### config.mk
export PLATFORM = sky130hd
export DESIGN_NAME = multicycle_ctrl_flat
export DESIGN_NICKNAME = d
export VERILOG_FILES = /design/src/rtl/multicycle_ctrl_if.sv /design/src/rtl/multicycle_ctrl.sv /design/src/flat_wrapper.sv
export SDC_FILE = /design/constraint.sdc
export NUM_CORES = 1
export LEC_CHECK = 0
export ABC_CLOCK_PERIOD_IN_PS = 1600
export CAP_MARGIN = 20
export CORE_MARGIN = 5
export CORE_UTILIZATION = 40
export DETAILED_ROUTE_END_ITERATION = 8
export PLACE_DENSITY_LB_ADDON = 0.1
export SLEW_MARGIN = 20
export SYNTH_ARGS = -nofsm -noshare
export SYNTH_HDL_FRONTEND = slang
export SYNTH_SLANG_ARGS = --single-unit
export TNS_END_PERCENT = 20
### constraint.sdc
create_clock -name clk -period 1.6 [get_ports clk]
set_input_delay 0.24 -clock clk [delete_from_list [all_inputs] [get_ports clk]]
set_output_delay 0.24 -clock clk [all_outputs]
set_load 0.03 [all_outputs]
### src/rtl/multicycle_ctrl_if.sv
// Control/status bus between the multicycle RV32I controller and its datapath and unified memory.
// The controller sits on the master modport; the datapath/memory side uses slave.
interface multicycle_ctrl_if;
    logic [6:0] op;
    logic [2:0] funct3;
    logic       funct7b5;
    logic       zero;
    logic       lt;
    logic       ltu;
    logic       mem_ready;
    logic       mem_req;
    logic       mem_write;
    logic       adr_src;
    logic       ir_write;
    logic       pc_write;
    logic       reg_write;
    logic [1:0] alu_src_a;
    logic [1:0] alu_src_b;
    logic [1:0] alu_op;
    logic [1:0] result_src;
    logic [2:0] imm_src;
    logic       retire;
    logic       fault;

    modport master (
        input  op, funct3, funct7b5, zero, lt, ltu, mem_ready,
        output mem_req, mem_write, adr_src, ir_write, pc_write, reg_write,
               alu_src_a, alu_src_b, alu_op, result_src, imm_src, retire, fault
    );

    modport slave (
        output op, funct3, funct7b5, zero, lt, ltu, mem_ready,
        input  mem_req, mem_write, adr_src, ir_write, pc_write, reg_write,
               alu_src_a, alu_src_b, alu_op, result_src, imm_src, retire, fault
    );
endinterface

### src/rtl/multicycle_ctrl.sv
// Main control FSM of the multicycle RV32I core: sequences fetch/decode/execute/memory/writeback,
// drives datapath selects, handshakes with unified memory and traps illegal encodings or memory timeouts.
module multicycle_ctrl #(
    parameter int unsigned MEM_TIMEOUT = 0
) (
    input  logic              clk,
    input  logic              rst_n,
    multicycle_ctrl_if.master bus
);
    localparam int unsigned CW         = (MEM_TIMEOUT > 1) ? $clog2(MEM_TIMEOUT) : 1;
    localparam bit          TIMEOUT_EN = (MEM_TIMEOUT != 0);
    localparam logic [CW-1:0] LAST_WAIT = CW'(TIMEOUT_EN ? (MEM_TIMEOUT - 1) : 0);

    localparam logic [6:0] OP_LOAD   = 7'b0000011;
    localparam logic [6:0] OP_STORE  = 7'b0100011;
    localparam logic [6:0] OP_R      = 7'b0110011;
    localparam logic [6:0] OP_IALU   = 7'b0010011;
    localparam logic [6:0] OP_BRANCH = 7'b1100011;
    localparam logic [6:0] OP_JAL    = 7'b1101111;
    localparam logic [6:0] OP_JALR   = 7'b1100111;
    localparam logic [6:0] OP_LUI    = 7'b0110111;
    localparam logic [6:0] OP_AUIPC  = 7'b0010111;

    typedef enum logic [3:0] {
        S_FETCH    = 4'd0,  S_DECODE = 4'd1,  S_MEMADR = 4'd2,   S_MEMREAD = 4'd3,
        S_MEMWB    = 4'd4,  S_MEMWRITE = 4'd5, S_EXEC_R = 4'd6,  S_EXEC_I  = 4'd7,
        S_ALUWB    = 4'd8,  S_BRANCH = 4'd9,  S_JAL    = 4'd10,  S_JALR_ADR = 4'd11,
        S_JALR     = 4'd12, S_UPPER  = 4'd13, S_FAULT  = 4'd14
    } state_t;

    state_t        r_state;
    state_t        w_next_state;
    logic [CW-1:0] r_wait_cnt;
    logic [CW-1:0] w_next_wait;
    logic          w_timeout;
    logic          w_mem_req, w_mem_write, w_adr_src, w_ir_write, w_pc_write, w_reg_write, w_retire;
    logic [1:0]    w_alu_src_a, w_alu_src_b, w_alu_op, w_result_src;
    logic          w_unused_funct7b5;

    function automatic logic [2:0] imm_sel(input logic [6:0] op);
        case (op)
            OP_LOAD, OP_IALU, OP_JALR: imm_sel = 3'b000;
            OP_STORE:                  imm_sel = 3'b001;
            OP_BRANCH:                 imm_sel = 3'b010;
            OP_JAL:                    imm_sel = 3'b011;
            OP_LUI, OP_AUIPC:          imm_sel = 3'b100;
            default:                   imm_sel = 3'b111;
        endcase
    endfunction

    function automatic logic funct3_legal(input logic [6:0] op, input logic [2:0] f3);
        case (op)
            OP_BRANCH: funct3_legal = (f3 != 3'b010) && (f3 != 3'b011);
            OP_LOAD:   funct3_legal = (f3 != 3'b011) && (f3 != 3'b110) && (f3 != 3'b111);
            OP_STORE:  funct3_legal = (f3 < 3'b011);
            default:   funct3_legal = 1'b1;
        endcase
    endfunction

    function automatic logic branch_taken(input logic [2:0] f3, input logic zero,
                                          input logic lt, input logic ltu);
        case (f3)
            3'b000:  branch_taken = zero;
            3'b001:  branch_taken = ~zero;
            3'b100:  branch_taken = lt;
            3'b101:  branch_taken = ~lt;
            3'b110:  branch_taken = ltu;
            3'b111:  branch_taken = ~ltu;
            default: branch_taken = 1'b0;
        endcase
    endfunction

    // funct7b5 is consumed by the ALU decoder, not by this FSM.
    assign w_unused_funct7b5 = bus.funct7b5;
    assign w_timeout = TIMEOUT_EN && !bus.mem_ready && (r_wait_cnt == LAST_WAIT);

    // State register and memory wait counter.
    always_ff @(posedge clk) begin
        if (!rst_n) begin
            r_state    <= S_FETCH;
            r_wait_cnt <= {CW{1'b0}};
        end else begin
            r_state    <= w_next_state;
            r_wait_cnt <= w_next_wait;
        end
    end

    // Next-state and Moore/gated output decode.
    always_comb begin
        w_next_state = r_state;
        w_mem_req    = 1'b0;
        w_mem_write  = 1'b0;
        w_adr_src    = 1'b0;
        w_ir_write   = 1'b0;
        w_pc_write   = 1'b0;
        w_reg_write  = 1'b0;
        w_retire     = 1'b0;
        w_alu_src_a  = 2'b00;
        w_alu_src_b  = 2'b00;
        w_alu_op     = 2'b00;
        w_result_src = 2'b00;
        case (r_state)
            S_FETCH: begin
                w_mem_req    = 1'b1;
                w_alu_src_b  = 2'b10;
                w_result_src = 2'b10;
                if (bus.mem_ready) begin
                    w_ir_write   = 1'b1;
                    w_pc_write   = 1'b1;
                    w_next_state = S_DECODE;
                end else if (w_timeout) begin
                    w_next_state = S_FAULT;
                end else begin
                    w_next_state = S_FETCH;
                end
            end
            S_DECODE: begin
                w_alu_src_a = 2'b01;
                w_alu_src_b = 2'b01;
                if (!funct3_legal(bus.op, bus.funct3)) begin
                    w_next_state = S_FAULT;
                end else begin
                    case (bus.op)
                        OP_LOAD, OP_STORE: w_next_state = S_MEMADR;
                        OP_R:              w_next_state = S_EXEC_R;
                        OP_IALU:           w_next_state = S_EXEC_I;
                        OP_BRANCH:         w_next_state = S_BRANCH;
                        OP_JAL:            w_next_state = S_JAL;
                        OP_JALR:           w_next_state = S_JALR_ADR;
                        OP_LUI, OP_AUIPC:  w_next_state = S_UPPER;
                        default:           w_next_state = S_FAULT;
                    endcase
                end
            end
            S_MEMADR: begin
                w_alu_src_a = 2'b10;
                w_alu_src_b = 2'b01;
                if (bus.op[5]) begin
                    w_next_state = S_MEMWRITE;
                end else begin
                    w_next_state = S_MEMREAD;
                end
            end
            S_MEMREAD: begin
                w_mem_req = 1'b1;
                w_adr_src = 1'b1;
                if (bus.mem_ready) begin
                    w_next_state = S_MEMWB;
                end else if (w_timeout) begin
                    w_next_state = S_FAULT;
                end else begin
                    w_next_state = S_MEMREAD;
                end
            end
            S_MEMWB: begin
                w_result_src = 2'b01;
                w_reg_write  = 1'b1;
                w_retire     = 1'b1;
                w_next_state = S_FETCH;
            end
            S_MEMWRITE: begin
                w_mem_req   = 1'b1;
                w_mem_write = 1'b1;
                w_adr_src   = 1'b1;
                if (bus.mem_ready) begin
                    w_retire     = 1'b1;
                    w_next_state = S_FETCH;
                end else if (w_timeout) begin
                    w_next_state = S_FAULT;
                end else begin
                    w_next_state = S_MEMWRITE;
                end
            end
            S_EXEC_R, S_EXEC_I: begin
                w_alu_src_a  = 2'b10;
                w_alu_src_b  = (r_state == S_EXEC_I) ? 2'b01 : 2'b00;
                w_alu_op     = 2'b10;
                w_next_state = S_ALUWB;
            end
            S_ALUWB: begin
                w_reg_write  = 1'b1;
                w_retire     = 1'b1;
                w_next_state = S_FETCH;
            end
            S_BRANCH: begin
                w_alu_src_a  = 2'b10;
                w_alu_op     = 2'b01;
                w_pc_write   = branch_taken(bus.funct3, bus.zero, bus.lt, bus.ltu);
                w_retire     = 1'b1;
                w_next_state = S_FETCH;
            end
            // ALUOut still holds the target; the ALU concurrently forms OldPC+4 for the link.
            S_JAL, S_JALR: begin
                w_alu_src_a  = 2'b01;
                w_alu_src_b  = 2'b10;
                w_pc_write   = 1'b1;
                w_next_state = S_ALUWB;
            end
            S_JALR_ADR: begin
                w_alu_src_a  = 2'b10;
                w_alu_src_b  = 2'b01;
                w_next_state = S_JALR;
            end
            S_UPPER: begin
                w_alu_src_a  = bus.op[5] ? 2'b11 : 2'b01;
                w_alu_src_b  = 2'b01;
                w_next_state = S_ALUWB;
            end
            S_FAULT: begin
                w_next_state = S_FAULT;
            end
            default: begin
                w_next_state = S_FAULT;
            end
        endcase

        if (TIMEOUT_EN && w_mem_req && !bus.mem_ready && !w_timeout) begin
            w_next_wait = r_wait_cnt + CW'(1);
        end else begin
            w_next_wait = {CW{1'b0}};
        end
    end

    // Enables are forced low combinationally while reset is held.
    assign bus.mem_req    = rst_n & w_mem_req;
    assign bus.mem_write  = rst_n & w_mem_write;
    assign bus.ir_write   = rst_n & w_ir_write;
    assign bus.pc_write   = rst_n & w_pc_write;
    assign bus.reg_write  = rst_n & w_reg_write;
    assign bus.retire     = rst_n & w_retire;
    assign bus.adr_src    = w_adr_src;
    assign bus.alu_src_a  = w_alu_src_a;
    assign bus.alu_src_b  = w_alu_src_b;
    assign bus.alu_op     = w_alu_op;
    assign bus.result_src = w_result_src;
    assign bus.imm_src    = imm_sel(bus.op);
    assign bus.fault      = (r_state == S_FAULT);
endmodule
### src/flat_wrapper.sv
// flat-port wrapper written by rule: the top's interface ports become plain ports
module multicycle_ctrl_flat 
#(
    parameter int unsigned MEM_TIMEOUT = 0
)
  (clk, rst_n, bus_op, bus_funct3, bus_funct7b5, bus_zero, bus_lt, bus_ltu, bus_mem_ready, bus_mem_req, bus_mem_write, bus_adr_src, bus_ir_write, bus_pc_write, bus_reg_write, bus_alu_src_a, bus_alu_src_b, bus_alu_op, bus_result_src, bus_imm_src, bus_retire, bus_fault);
  multicycle_ctrl_if bus_i ();
  input  logic clk;
  input  logic rst_n;
  input wire logic [$bits(bus_i.op)-1:0] bus_op;
  input wire logic [$bits(bus_i.funct3)-1:0] bus_funct3;
  input wire logic [$bits(bus_i.funct7b5)-1:0] bus_funct7b5;
  input wire logic [$bits(bus_i.zero)-1:0] bus_zero;
  input wire logic [$bits(bus_i.lt)-1:0] bus_lt;
  input wire logic [$bits(bus_i.ltu)-1:0] bus_ltu;
  input wire logic [$bits(bus_i.mem_ready)-1:0] bus_mem_ready;
  output wire logic [$bits(bus_i.mem_req)-1:0] bus_mem_req;
  output wire logic [$bits(bus_i.mem_write)-1:0] bus_mem_write;
  output wire logic [$bits(bus_i.adr_src)-1:0] bus_adr_src;
  output wire logic [$bits(bus_i.ir_write)-1:0] bus_ir_write;
  output wire logic [$bits(bus_i.pc_write)-1:0] bus_pc_write;
  output wire logic [$bits(bus_i.reg_write)-1:0] bus_reg_write;
  output wire logic [$bits(bus_i.alu_src_a)-1:0] bus_alu_src_a;
  output wire logic [$bits(bus_i.alu_src_b)-1:0] bus_alu_src_b;
  output wire logic [$bits(bus_i.alu_op)-1:0] bus_alu_op;
  output wire logic [$bits(bus_i.result_src)-1:0] bus_result_src;
  output wire logic [$bits(bus_i.imm_src)-1:0] bus_imm_src;
  output wire logic [$bits(bus_i.retire)-1:0] bus_retire;
  output wire logic [$bits(bus_i.fault)-1:0] bus_fault;
  assign bus_i.op = bus_op;
  assign bus_i.funct3 = bus_funct3;
  assign bus_i.funct7b5 = bus_funct7b5;
  assign bus_i.zero = bus_zero;
  assign bus_i.lt = bus_lt;
  assign bus_i.ltu = bus_ltu;
  assign bus_i.mem_ready = bus_mem_ready;
  assign bus_mem_req = bus_i.mem_req;
  assign bus_mem_write = bus_i.mem_write;
  assign bus_adr_src = bus_i.adr_src;
  assign bus_ir_write = bus_i.ir_write;
  assign bus_pc_write = bus_i.pc_write;
  assign bus_reg_write = bus_i.reg_write;
  assign bus_alu_src_a = bus_i.alu_src_a;
  assign bus_alu_src_b = bus_i.alu_src_b;
  assign bus_alu_op = bus_i.alu_op;
  assign bus_result_src = bus_i.result_src;
  assign bus_imm_src = bus_i.imm_src;
  assign bus_retire = bus_i.retire;
  assign bus_fault = bus_i.fault;
  multicycle_ctrl #(.MEM_TIMEOUT(MEM_TIMEOUT)) u_core (.clk(clk), .rst_n(rst_n), .bus(bus_i));
endmodule
==> results.yml <==
outcome:
  status: "finished, violations left"
  failed_checks: "negative setup slack"
drt:
  wl_per_cell_um: 13.1
  antenna_left: 0
  drc: 0
  drtPass1Iterations: 4
  routed-via-count: 1076
  wl_um: 2560
  drt_iter0_drc: 20
  viasPerCell: 5.49
cells_and_area:
  fin_nets: 190
  largest_register: "u_core.r_state"
  final_util: 0.744
  drive_gt1_frac: 0.380
  layout_commonest_cell: "buf_4"
  area_growth_pct: 74.3
  reg_top3: "u_core.r_state (4)"
  num_antenna_cells: 0
  largest_reg_flops: 4
  layout_common_cells: "buf_4 (41), nand2_1 (13), a21oi_1 (11)"
critical_path:
  crit_slowest_cell: "dfxtp_2"
  path_buf_inv: 1
  critPathTopFamily: "flip-flops"
  setup.worst_path.start_class: "register"
  reg2reg_to: "u_core.r_state[0]$_SDFF_PN0_"
  crit_chain: "nand2b_4 -> nand2_1 -> xnor2_1 -> a22o_1 -> buf_4"
  crit_path_max_fanout: 5
  critPathKind: "register to output port"
  end_kind: "output port"
  rr_worst_depth: 4
  slowest_delay_ns: 0.39
  rr_startpoint: "u_core.r_state[1]$_SDFF_PN0_"
  cp_data_arrival_time_ns: 1.43
  critPathRequiredTime_ns: 1.36
  rrSetupSlack_ns: 0.26
clock_network:
  cts_tree: "built"
  cts_root_buffer: "clkbuf_4"
  worstSkewPairLatency_ns: 0.24
  cts.reportedPaths.clkPinSlew_ns: 0.04
  cts_max_level: 1
  cts_buffer_depth: 2
  clock_sinks: 4
  cts_buffers: 3
  cts_hold_buf: 0
sta:
  fmax_ghz: 0.600
  worstMarginPinSlew_ns: 0.261
  finalSetupViolCount: 5
  setup_ws_ns: -0.0672
  relSlewSlack: 0.825
  rsz0062_at_grt: "true"
  fin_crit_sh: 1.04
  fin_skew_ns: 0.00578
  finalHoldViolations: 0
  post-route-min-period_ns: 1.67
  drv_slew: 0
yosys:
  ys.flop_type: "dfxtp_1"
  synth_nets: 135
  ys_seq_elements: 4
  synth-adder-area-share: 0
  synthSimpleGateAreaFrac: 0.352
  synth_enable_flop_cells: 0
  synth_xor_area_frac: 0.0465
  ys_seq_area_frac: 0.106
  synthMuxAreaShare: 0.0332
  netlist_area_um2: 753
  yosys_warnings: 0
  synth_top_family_by_area: "compound AO/OA/AOI/OAI gates"
  yosysUniqueCellTypes: 41
  syn_inst: 118
  async_flop_share: 0
  synth_compound_gate_area_share: 0.360
  yosysTopAreaCell: "dfxtp_1"
  avgSynthCellArea_um2: 6.38
  synth.area.top_cells: "dfxtp_1 (11%), a21oi_1 (7.3%), nand2_1 (6.5%)"
  synth_top_area_frac: 0.106
global_routing:
  grt_overflow: 0
  antenna_found_initial: 0
  first_global_vias: 1025
  grt_max_degree: 17
  grtUsageTotal: 0.187
  grt_pass1_wl_um: 4100
pwr:
  total_power_mw: 0.998
  power_density_nw_per_um2: 760
  irDropWorstVdd_uv: 465
  p_leak_nw: 0.573
floorplan:
  dieArea_um2: 2850
  die_x_um: 53.4
  start_util: 0.427
  core_um2: 1760
  die_h_um: 53.4
  io_pins: 36
  rows: 15
hold_path:
  hp-class: "register to register"
  worstHoldPathCells: 2
  hold_end: "u_core.r_state[1]$_SDFF_PN0_"
  min_from: "u_core.r_state[1]$_SDFF_PN0_"
flow_run:
  cap_violations: 0
placement:
  portBuffers: 34
  routabilityCongestion: 0.799
  post-dp-hpwl_um: 1920
  pre_cts_slack_ns: -0.289
tightest hold or removal path, cell delays in order, from the launching register on:
cell and delay [ns]:
dfxtp_1 0.32, inv_2 0.15, o32ai_1 0.11
metrics by stage:
step | instances | hold slack (ns) | TNS, ns | cell area (µm²)
final | 196 | 0.636 | -0.173 | 1310
after global routing | 196 | 0.666 | -0.893 | 1310
after CTS | 193 | 0.632 | -0.123 | 1250
after detailed placement | 189 | 0.625 | -1.22 | 1200
after global placement | 189 | 0.612 | -1.04 | 1200
after floorplan | 118 | 0.386 | -1.01 | 759
cells in the mapped netlist (all sizes together) (2+ instances only):
library cell	number
nor3b	2
a31oi	2
inv	5
nor2b	6
nor4	3
nor3	7
nand3b	2
nor2	12
buf	9
nand3	2
o32ai	2
a21oi	11
o21ai	9
dfxtp	4
nand2	13
o211ai	2
o22ai	2
xnor2	2
nand2b	3
o221ai	2
a21boi	2
xor2	2
o31ai	2
worst max path at each step:
stage                                       from          endpoint  slack (ns)  cells past startpoint
floorplan           u_core.r_state[0]$_SDFF_PN0_      bus_ir_write       -0.27                      3
global placement                   bus_funct3[2]      bus_pc_write       -0.26                      7
detailed placement                 bus_funct3[2]      bus_pc_write       -0.29                      7
CTS                 u_core.r_state[2]$_SDFF_PN0_  bus_alu_src_b[0]       -0.05                      5
global route        u_core.r_state[3]$_SDFF_PN0_      bus_pc_write       -0.13                      7
finish              u_core.r_state[3]$_SDFF_PN0_  bus_alu_src_b[0]       -0.07                      5
where the power goes:
part           leakage, nW  internal, mW  switching, mW  total [mW]
registers           0.0343         0.118         0.0272       0.145
clock network       0.0138        0.0840         0.0430       0.127
logic                0.525         0.329          0.397       0.726
cell families (layout without fill, tap and decap cells):
family,after synthesis,in the layout
simple gates,53,53
xor+xnor,4,4
mux,2,2
compound gates,40,40
buf+inv,15,68
flops,4,4
metal layers:
layer  GRT usage  part of all wire  vias to the layer above
li1            -                 -                      540
met1       0.208              0.41                      492
met2       0.365              0.53                       42
met3      0.0282             0.054                        2
met4      0.0340            0.0066                        0
met5           0                 0                        -
cell type report:
type | instances | area [µm²]
multi-input combinational | 99 | 643
timing repair buffer | 59 | 507
fill | 153 | 452
sequential | 4 | 86.3
tap | 25 | 31.3
clock buffer | 3 | 22.5
inverter | 6 | 22.5
timing repair:
| action | CTS | global route |
|---|---|---|
| gates resized for setup | 21 | 5 |
| setup endpoints to repair | 11 | 10 |
| setup buffers | 1 | 2 |
| gates cloned | 0 | 1 |
| pin swaps | 6 | 0 |
Note: power is estimated with default switching activity, not from simulation.
